## config.mk

```make
export PLATFORM = sky130hd
export DESIGN_NAME = cp0_exc_ctrl
export DESIGN_NICKNAME = d
export VERILOG_FILES = /design/src/rtl/cp0_exc_ctrl.sv
export SDC_FILE = /design/constraint.sdc
export NUM_CORES = 1
export LEC_CHECK = 0
export ABC_AREA = 1
export CAP_MARGIN = 30
export CORE_AREA = 2 2 90 92
export CTS_BUF_LIST = sky130_fd_sc_hd__clkbuf_4
export DETAILED_ROUTE_END_ITERATION = 10
export DIE_AREA = 0 0 92 94
export GPL_TIMING_DRIVEN = 0
export PLACE_DENSITY_LB_ADDON = 0.25
export RECOVER_POWER = 50
export SYNTH_ARGS = -nofsm -noshare
export SYNTH_HDL_FRONTEND = slang
export SYNTH_SLANG_ARGS = --single-unit
export TNS_END_PERCENT = 50
```

## constraint.sdc

```tcl
create_clock -name clk -period 2.4 [get_ports clk]
set_input_delay 0.24 -clock clk [delete_from_list [all_inputs] [get_ports clk]]
set_output_delay 0.24 -clock clk [all_outputs]
set_load 0.03 [all_outputs]
```

## src/rtl/cp0_exc_ctrl.sv

```systemverilog
// Minimal CP0: SR/Cause/EPC, exception/interrupt arbitration and handler entry/exit for the PC select logic.
// Optional timer (Count/Compare, Cause.TI, SR.TM) is built when CP0_TIMER_EN is defined.
module cp0_exc_ctrl #(
  parameter int          NUM_IRQ      = 6,
  parameter logic [31:0] HANDLER_ADDR = 32'h00004180
) (
  input  logic               clk,
  input  logic               rst_n,
  input  logic [NUM_IRQ-1:0] irq_i,
  input  logic [31:0]        cur_pc,
  input  logic               sync_exc,
  input  logic [4:0]         sync_code,
  input  logic               is_eret,
  input  logic               is_mtc0,
  input  logic [4:0]         cp0_addr,
  input  logic [31:0]        cp0_wdata,
  output logic [31:0]        cp0_rdata,
  output logic               has_exp,
  output logic [31:0]        epc,
  output logic [31:0]        handler_pc,
  output logic               exl
);

  localparam logic [0:0] RUN     = 1'b0;
  localparam logic [0:0] HANDLER = 1'b1;

  localparam logic [4:0] COUNT_IDX   = 5'd9;
  localparam logic [4:0] COMPARE_IDX = 5'd11;
  localparam logic [4:0] SR_IDX      = 5'd12;
  localparam logic [4:0] CAUSE_IDX   = 5'd13;
  localparam logic [4:0] EPC_IDX     = 5'd14;

  logic [NUM_IRQ-1:0] irq_q;
  logic [NUM_IRQ-1:0] im;
  logic               ie;
  logic [0:0]         state;
  logic [4:0]         exc_code;
  logic [31:0]        epc_q;
  logic               int_req;
  logic               timer_int;
  logic               mtc0_en;

  // Place an IRQ-width field at IP/IM position [9+NUM_IRQ:10] of a 32-bit word.
  function automatic logic [31:0] irq_field(input logic [NUM_IRQ-1:0] bits);
    logic [31:0] w;
    w = '0;
    w[9+NUM_IRQ:10] = bits;
    return w;
  endfunction

  assign int_req    = ((|(irq_q & im)) | timer_int) & ie & (state == RUN);
  assign has_exp    = sync_exc | int_req;
  assign mtc0_en    = is_mtc0 & ~has_exp;
  assign epc        = epc_q;
  assign exl        = state[0];
  assign handler_pc = HANDLER_ADDR;

  // Priority: exception/interrupt > ERET > MTC0; the losers are dropped.
  always_ff @(posedge clk or negedge rst_n) begin
    if (!rst_n) begin
      irq_q    <= '0;
      im       <= '0;
      ie       <= 1'b0;
      state    <= RUN;
      exc_code <= '0;
      epc_q    <= '0;
    end else begin
      irq_q <= irq_i;
      if (has_exp) begin
        exc_code <= sync_exc ? sync_code : 5'd0;
        if (state == RUN) begin
          epc_q <= cur_pc;
          state <= HANDLER;
        end
      end else if (is_eret) begin
        state <= RUN;
      end else if (is_mtc0) begin
        case (cp0_addr)
          SR_IDX: begin
            im    <= cp0_wdata[9+NUM_IRQ:10];
            state <= cp0_wdata[1:1];
            ie    <= cp0_wdata[0];
          end
          CAUSE_IDX: exc_code <= cp0_wdata[6:2];
          EPC_IDX:   epc_q    <= cp0_wdata;
          default:   ;
        endcase
      end
    end
  end

`ifdef CP0_TIMER_EN
  logic [31:0] count_q;
  logic [31:0] compare_q;
  logic        ti;
  logic        tm;

  // A Count load wins over the increment; a Compare write wins over a match.
  always_ff @(posedge clk or negedge rst_n) begin
    if (!rst_n) begin
      count_q   <= '0;
      compare_q <= 32'hFFFF_FFFF;
      ti        <= 1'b0;
      tm        <= 1'b0;
    end else begin
      if (mtc0_en && cp0_addr == COUNT_IDX) count_q <= cp0_wdata;
      else                                  count_q <= count_q + 32'd1;
      if (mtc0_en && cp0_addr == COMPARE_IDX) begin
        compare_q <= cp0_wdata;
        ti        <= 1'b0;
      end else if (count_q == compare_q) begin
        ti <= 1'b1;
      end
      if (mtc0_en && cp0_addr == SR_IDX) tm <= cp0_wdata[16];
    end
  end

  assign timer_int = ti & tm;

  always_comb begin
    cp0_rdata = '0;
    case (cp0_addr)
      COUNT_IDX:   cp0_rdata = count_q;
      COMPARE_IDX: cp0_rdata = compare_q;
      SR_IDX:      cp0_rdata = irq_field(im) | {15'd0, tm, 14'd0, state, ie};
      CAUSE_IDX:   cp0_rdata = irq_field(irq_q) | {1'b0, ti, 23'd0, exc_code, 2'b00};
      EPC_IDX:     cp0_rdata = epc_q;
      default:     cp0_rdata = '0;
    endcase
  end
`else
  assign timer_int = 1'b0;

  always_comb begin
    cp0_rdata = '0;
    case (cp0_addr)
      SR_IDX:    cp0_rdata = irq_field(im) | {30'd0, state, ie};
      CAUSE_IDX: cp0_rdata = irq_field(irq_q) | {25'd0, exc_code, 2'b00};
      EPC_IDX:   cp0_rdata = epc_q;
      default:   cp0_rdata = '0;
    endcase
  end
`endif

endmodule
```

==> impl_metrics.yaml, run 1 <==
outcome:
  run_status: "finished, final reports clean"
logic_synthesis:
  yosysWarningCount: 0
  synth_simple_gate_area_share: 0.413
  avgSynthCellArea_um2: 6.76
  synth_common_cells: "234 x sky130_fd_sc_hd__nand2_1, 51 x sky130_fd_sc_hd__dfrtp_1, 50 x sky130_fd_sc_hd__nand3_1"
  yosys_most_used_dff: "sky130_fd_sc_hd__dfrtp_1"
  syn-instance-count: 460
  synth_xor_area_frac: 0
  synth_top_area_frac: 0.410
  post_synth_fa_ha_maj_area_fraction: 0
  dominant_combinational_cell_family_by_area_after_synthesis: "simple AND/OR/NAND/NOR gates"
  mux_contribution_to_synthesized_area: 0
  netlist-cell-type-count: 20
  yosysMostFrequentCell: "sky130_fd_sc_hd__nand2_1"
  syn_area_mm2: 0.00311
  main_area_contributors_after_synthesis: "sky130_fd_sc_hd__dfrtp_1 41%, sky130_fd_sc_hd__nand2_1 28%, sky130_fd_sc_hd__buf_4 8.9%, sky130_fd_sc_hd__nand3_1 8.0%, sky130_fd_sc_hd__inv_1 3.0%"
  synth.ff_latch_count: 51
  synth_compound_area_frac: 0.0197
  async_flop_share: 1.00
  synth_sequential_area_ratio: 0.410
  synth_edf_count: 0
  yosysTopAreaCell: "sky130_fd_sc_hd__dfrtp_1"
placed_design:
  dpl.hpwl_um: 7910
  buffer_ports.inserted: 150
  place.gp.congestion: 0.882
  placed_cells: 743
setup_path:
  crit-reg2reg-capture: "epc[9]"
  worstPathArrival_ns: 2.03
  worst_setup_path_startpoint: "cp0_addr[3]"
  critical_path.reg2reg.startpoint: "im[5]"
  critical_path.startpoint_type: "primary input"
  setup.worst_path.end: "cp0_rdata[16]"
  ff2ff_setup_slack_ns: 0.40
  endpoint_kind: "output port"
  critPathKind: "in2out"
  timing.critical_path.required_ns: 2.16
  path_depth_of_the_worst_reg2reg_path: 10
  crit_fanout: 10
timing:
  finalCriticalPeriod_ns: 2.27
  clock.fmax_mhz: 440
  slew_violations: 0
  rsz_0062_raised_after_global_routing: "false"
  finalHoldWorstSlack_ns: 0.391
  worst_clock_skew_ns: 0.0175
  post-route-period-util: 0.947
  max_slew.worst_pin.slew_ns: 0.962
  finalHoldViolations: 0
  setup_viol: 0
  max_slew_margin: 0.359
pwr:
  power.share.clock: 0.212
  total_leakage_power_nw: 2.69
  power.share.switching: 0.361
  pwr_density_cell_mw_per_mm2: 505
  vdd_drop_max_mv: 0.330
  power.switching_uw: 891
  pwr-share-seq: 0.424
  intPower_mw: 1.58
  post-layout-total-power_mw: 2.47
  power.combinational.fraction: 0.364
clock_tree:
  path_clk_slew_ns: 0.17
  clock_tree.root_cell: "sky130_fd_sc_hd__clkbuf_4"
  cts_max_path_buffers: 2
  cts_setup_buffers: 0
  cts_made_buffers: 5
  clock_latency_ns: 0.38
  cts-htree-levels: 2
  cts_tree: "built"
  numClockSinks: 51
worst_hold_path:
  min_path_type: "in2reg"
finish:
  multi_input_area_mm2: 0.00145
  ff_latch_area_mm2: 0.00128
  drive_gt1_frac: 0.0908
  nFillCells: 731
  utilization: 0.643
  antenna_cells_inserted: 0
  final_net_count: 734
  stdcell_count: 752
  synth_to_layout_area_growth_pct: 57.2
detailed_routing:
  wirelength_um: 10200
  post_drt_wl_per_cell_um: 13.5
  detailedRoute.firstIterationViolations: 213
  dr.pass1.iters: 5
  routed_via_density: 4.68
  vias: 3516
  drcViolationCount: 0
  antenna_left: 0
grt:
  grt_util_all_layers: 0.237
  grt_start_max_net_pins: 39
  grt_remaining_overflow: 0
  number_of_global_route_vias_before_repair: 3433
  wire_length_of_the_first_global_routing_pass_um: 16200
  grt_antenna_before_repair: 0
floorplan:
  top_level_ports: 183
  chipHeight_um: 94
  start_util: 0.409
  die_area_mm2: 0.00865
  die_width_um: 92
  number_of_standard_cell_rows_in_the_floorplan: 32
  fp.coreArea_mm2: 0.00761
flow_run:
  cap_violations: 0
==> worst max-delay path, stage by stage <==
cell and delay, ns:
sky130_fd_sc_hd__clkdlybuf4s50_1 0.49, sky130_fd_sc_hd__nand2_1 0.06, sky130_fd_sc_hd__nor2_1 0.12, sky130_fd_sc_hd__nand2_1 0.10, sky130_fd_sc_hd__buf_2 0.20, sky130_fd_sc_hd__nor2_1 0.12
sky130_fd_sc_hd__clkdlybuf4s50_1 0.70
==> cell families (layout without fill, tap and decap cells) <==
family                 Yosys count  in the layout
flip-flops                      51             51
other                            2             32
AND/OR/NAND/NOR                316            316
buffers and inverters           83            243
AO/OA/AOI/OAI                    8              8
==> worst min-delay path by stage <==
stage | start | to | cells after the start
after floorplan | rst_n | epc[0] | 0
after global placement | ie | ie | 2
after detailed placement | rst_n | irq_q[0] | 1
after CTS | rst_n | irq_q[0] | 2
after global routing | irq_i[1] | irq_q[1] | 1
final | irq_i[0] | irq_q[0] | 1
==> timing repair <==
action,4_1_cts,5_1_grt
endpoints found under the hold margin,13,0
gates resized for setup,25,0
hold buffers,1,0
endpoints found under the setup margin,23,0
==> power groups by stage <==
stage | logic [mW] | registers (mW) | clock network [mW]
after floorplan | 0.346 | 1.21 | 0
after global placement | 0.895 | 1.06 | 0
after detailed placement | 0.913 | 1.06 | 0
after CTS | 0.913 | 1.05 | 0.532
after global routing | 0.971 | 1.06 | 0.558
final | 0.898 | 1.05 | 0.524
==> metal layers <==
| layer | track usage | up-vias | share of wire |
|---|---|---|---|
| met4 | 0.0647 | 0 | 0.018 |
| met5 | 0 | - | 0 |
| met3 | 0.0393 | 17 | 0.086 |
| met1 | 0.284 | 1605 | 0.39 |
| li1 | - | 1719 | - |
| met2 | 0.441 | 175 | 0.51 |
==> cell usage in the layout (no fill, tap or decap), drive strengths merged <==
master / instances
a22o: 5
buf: 42
clkdlybuf4s50: 120
nor2: 26
clkinv: 1
nand4: 1
dlygate4sd3: 7
clkbuf: 17
bufinv: 1
dlygate4sd2: 23
dfrtp: 51
o21ai: 2
nand2: 238
o211ai: 1
nand3: 51
conb: 32
inv: 32
==> through the flow <==
step | setup TNS [ns] | setup WS (ns) | cell area, um2
finish | 0 | 0.128 | 4890
global route | 0 | 0.0508 | 4890
CTS | 0 | 0.135 | 4940
detailed placement | -4.28 | -0.320 | 4870
global placement | -27.26 | -0.473 | 4850
floorplan | 0 | 0.843 | 3220
==> state kept, by name, summed over array words and instances (netlist names) <==
name,count
im,6
irq_q,6
epc,32
exl,1
exc_code,5
ie,1
==> cell type report <==
cell class                      instances  share of cell area
Timing Repair Buffer                  152               0.303
Buffer                                 52              0.0719
Tap cell                              102              0.0261
Clock buffer                            5             0.00768
Clock inverter                          3             0.00972
Inverter                               31              0.0238
Multi-Input combinational cell        356               0.297
Sequential cell                        51               0.261
Note: power is estimated with default switching activity, not from simulation.
==> run 2, diff against run 1 <==
SETUP_SLACK_MARGIN = 0.3   (was unset)
==> impl_metrics.yaml, run 2 (same netlist as run 1, synthesis figures left out) <==
placed_design:
  dp_worst_setup_slack_ns: -0.320
  dpl.hpwl_um: 7910
  buffer_ports.inserted: 150
  place.gp.congestion: 0.882
worst_hold_path:
  worstHoldPathCells: 1
  timing.hold.worst.start: "irq_i[0]"
  min_path_type: "in2reg"
  min_delay_worst_endpoint: "irq_q[0]"
setup_path:
  worst_path_dominant_cell_family: "simple AND/OR/NAND/NOR gates"
  ff2ff_setup_slack_ns: 0.37
  path_depth_of_the_worst_reg2reg_path: 10
  cp_slowest_cell: "sky130_fd_sc_hd__dfrtp_1"
  critPathKind: "reg2out"
  crit_path_frequent_cell: "sky130_fd_sc_hd__nand2_1"
  crit-reg2reg-capture: "exc_code[4]"
  cpPeakStageDelay_ns: 0.44
  crit_fanout: 10
  worst-path-buf-inv: 2
  timing.critical_path.required_ns: 2.16
  endpoint_kind: "output port"
  worstPathArrival_ns: 1.93
  critical_path.startpoint_type: "flop"
  critical_path.reg2reg.startpoint: "im[5]"
  cp_cell_sequence: "nand2_1 > nand2_1 > nor2_1 > nand2_1 > nand2_4 > nand2_1 > buf_4 > clkbuf_2"
grt:
  number_of_global_route_vias_before_repair: 3425
  wire_length_of_the_first_global_routing_pass_um: 16200
  grt_start_max_net_pins: 39
  grt_util_all_layers: 0.237
  grt_antenna_before_repair: 0
  grt_remaining_overflow: 0
timing:
  post-route-period-util: 0.906
  finalSetupTns_ns: 0
  max_slew.worst_pin.slew_ns: 0.970
  rsz_0062_raised_after_global_routing: "true"
  max_slew_margin: 0.354
  setup_viol: 0
  postLayoutSetupSlackWorst_ns: 0.227
  finalHoldViolations: 0
  finalCriticalPeriod_ns: 2.17
  worst_clock_skew_ns: 0.0148
  slew_violations: 0
  clock.fmax_mhz: 460
finish:
  antenna_cells_inserted: 0
  synth_to_layout_area_growth_pct: 58.8
  nFillCells: 714
  utilization: 0.649
  final_net_count: 734
  most-common-layout-cells: "236 x sky130_fd_sc_hd__nand2_1, 110 x sky130_fd_sc_hd__clkdlybuf4s50_1, 51 x sky130_fd_sc_hd__dfrtp_1, 50 x sky130_fd_sc_hd__nand3_1, 34 x sky130_fd_sc_hd__buf_4"
  drive_gt1_frac: 0.131
  layout_commonest_cell: "sky130_fd_sc_hd__nand2_1"
  largest_reg_flops: 32
detailed_routing:
  routed_via_density: 4.70
  route.top_layer_used: "met4"
  dr.pass1.iters: 4
  detailedRoute.firstIterationViolations: 166
  post_drt_wl_per_cell_um: 13.5
  drcViolationCount: 0
  vias: 3536
  dr_wl_met3_um: 871
  wirelength_um: 10200
  antenna_left: 0
  dr_wl_met2_um: 5150
  met1_length_um: 3960
clock_tree:
  cts_made_buffers: 5
  clock_latency_ns: 0.38
  cts_tree: "built"
  path_clk_slew_ns: 0.16
  cts_max_path_buffers: 2
  numClockSinks: 51
  clock_tree.root_cell: "sky130_fd_sc_hd__clkbuf_4"
  cts-htree-levels: 2
floorplan:
  number_of_standard_cell_rows_in_the_floorplan: 32
  die_area_mm2: 0.00865
  fp.coreArea_mm2: 0.00761
  chipHeight_um: 94
  top_level_ports: 183
  die_width_um: 92
  start_util: 0.409
pwr:
  post-layout-total-power_mw: 2.46
  vdd_drop_max_mv: 0.327
  pwr_density_cell_mw_per_mm2: 499
  total_leakage_power_nw: 2.79
outcome:
  run_status: "finished, final reports clean"
flow_run:
  cap_violations: 0
==> run 2: cell count changes in the layout (fill, tap and decap cells not counted), moves of 2 or more <==
cell                              previous run  this run
sky130_fd_sc_hd__clkbuf_2                    3         9
sky130_fd_sc_hd__dlygate4sd2_1              23         2
sky130_fd_sc_hd__clkdlybuf4s15_2             0        15
sky130_fd_sc_hd__buf_2                       3         6
sky130_fd_sc_hd__dlymetal6s2s_1              0         9
sky130_fd_sc_hd__clkdlybuf4s50_1           120       110
sky130_fd_sc_hd__clkbuf_1                    9         7
==> run 2: power breakdown <==
group          internal [mW]  switching, mW  total (mW)
clock network          0.225          0.290       0.516
logic                  0.393          0.509       0.902
registers              0.962         0.0844        1.05
==> run 2: worst max path at each step <==
stage                     start             to  slack [ns]  cells past startpoint
global route              im[4]        has_exp        0.13                      8
floorplan                   exl   cp0_rdata[1]        0.84                      2
detailed placement  cp0_addr[3]   cp0_rdata[1]       -0.32                      9
CTS                 cp0_addr[3]  cp0_rdata[21]        0.15                      7
finish                    im[5]        has_exp        0.23                      8
global placement          rst_n        epc[21]       -0.47                      1
==> run 2: repair_timing <==
action,4_1_cts,5_1_grt
buffers inserted,0,0
pin swaps,0,0
resized for setup,59,24
hold buffers,1,0
endpoints found under the hold margin,13,0
setup endpoints to repair,33,32
==> run 2: routing by layer <==
metal	vias to the layer above	track usage
met2	182	0.438
met3	20	0.0393
met5	-	0
li1	1723	-
met4	0	0.0647
met1	1611	0.285
==> run 2: stage by stage <==
stage | hold slack (ns) | std cells | instance area, um2
finish | 0.395 | 752 | 4940
global route | 0.378 | 752 | 4940
CTS | 0.258 | 752 | 4980
detailed placement | 0.164 | 743 | 4870
global placement | 0.458 | 742 | 4850
floorplan | -0.0556 | 490 | 3220
==> run 2: area by class of cell <==
class	count	area, um2	share of cell area
Timing Repair Buffer	152	1510	0.307
Inverter	31	116	0.0236
Tap cell	102	128	0.0258
Multi-Input combinational cell	356	1460	0.296
Buffer	52	358	0.0725
Sequential cell	51	1280	0.258
Clock buffer	5	37.5	0.00760
Clock inverter	3	47.5	0.00963
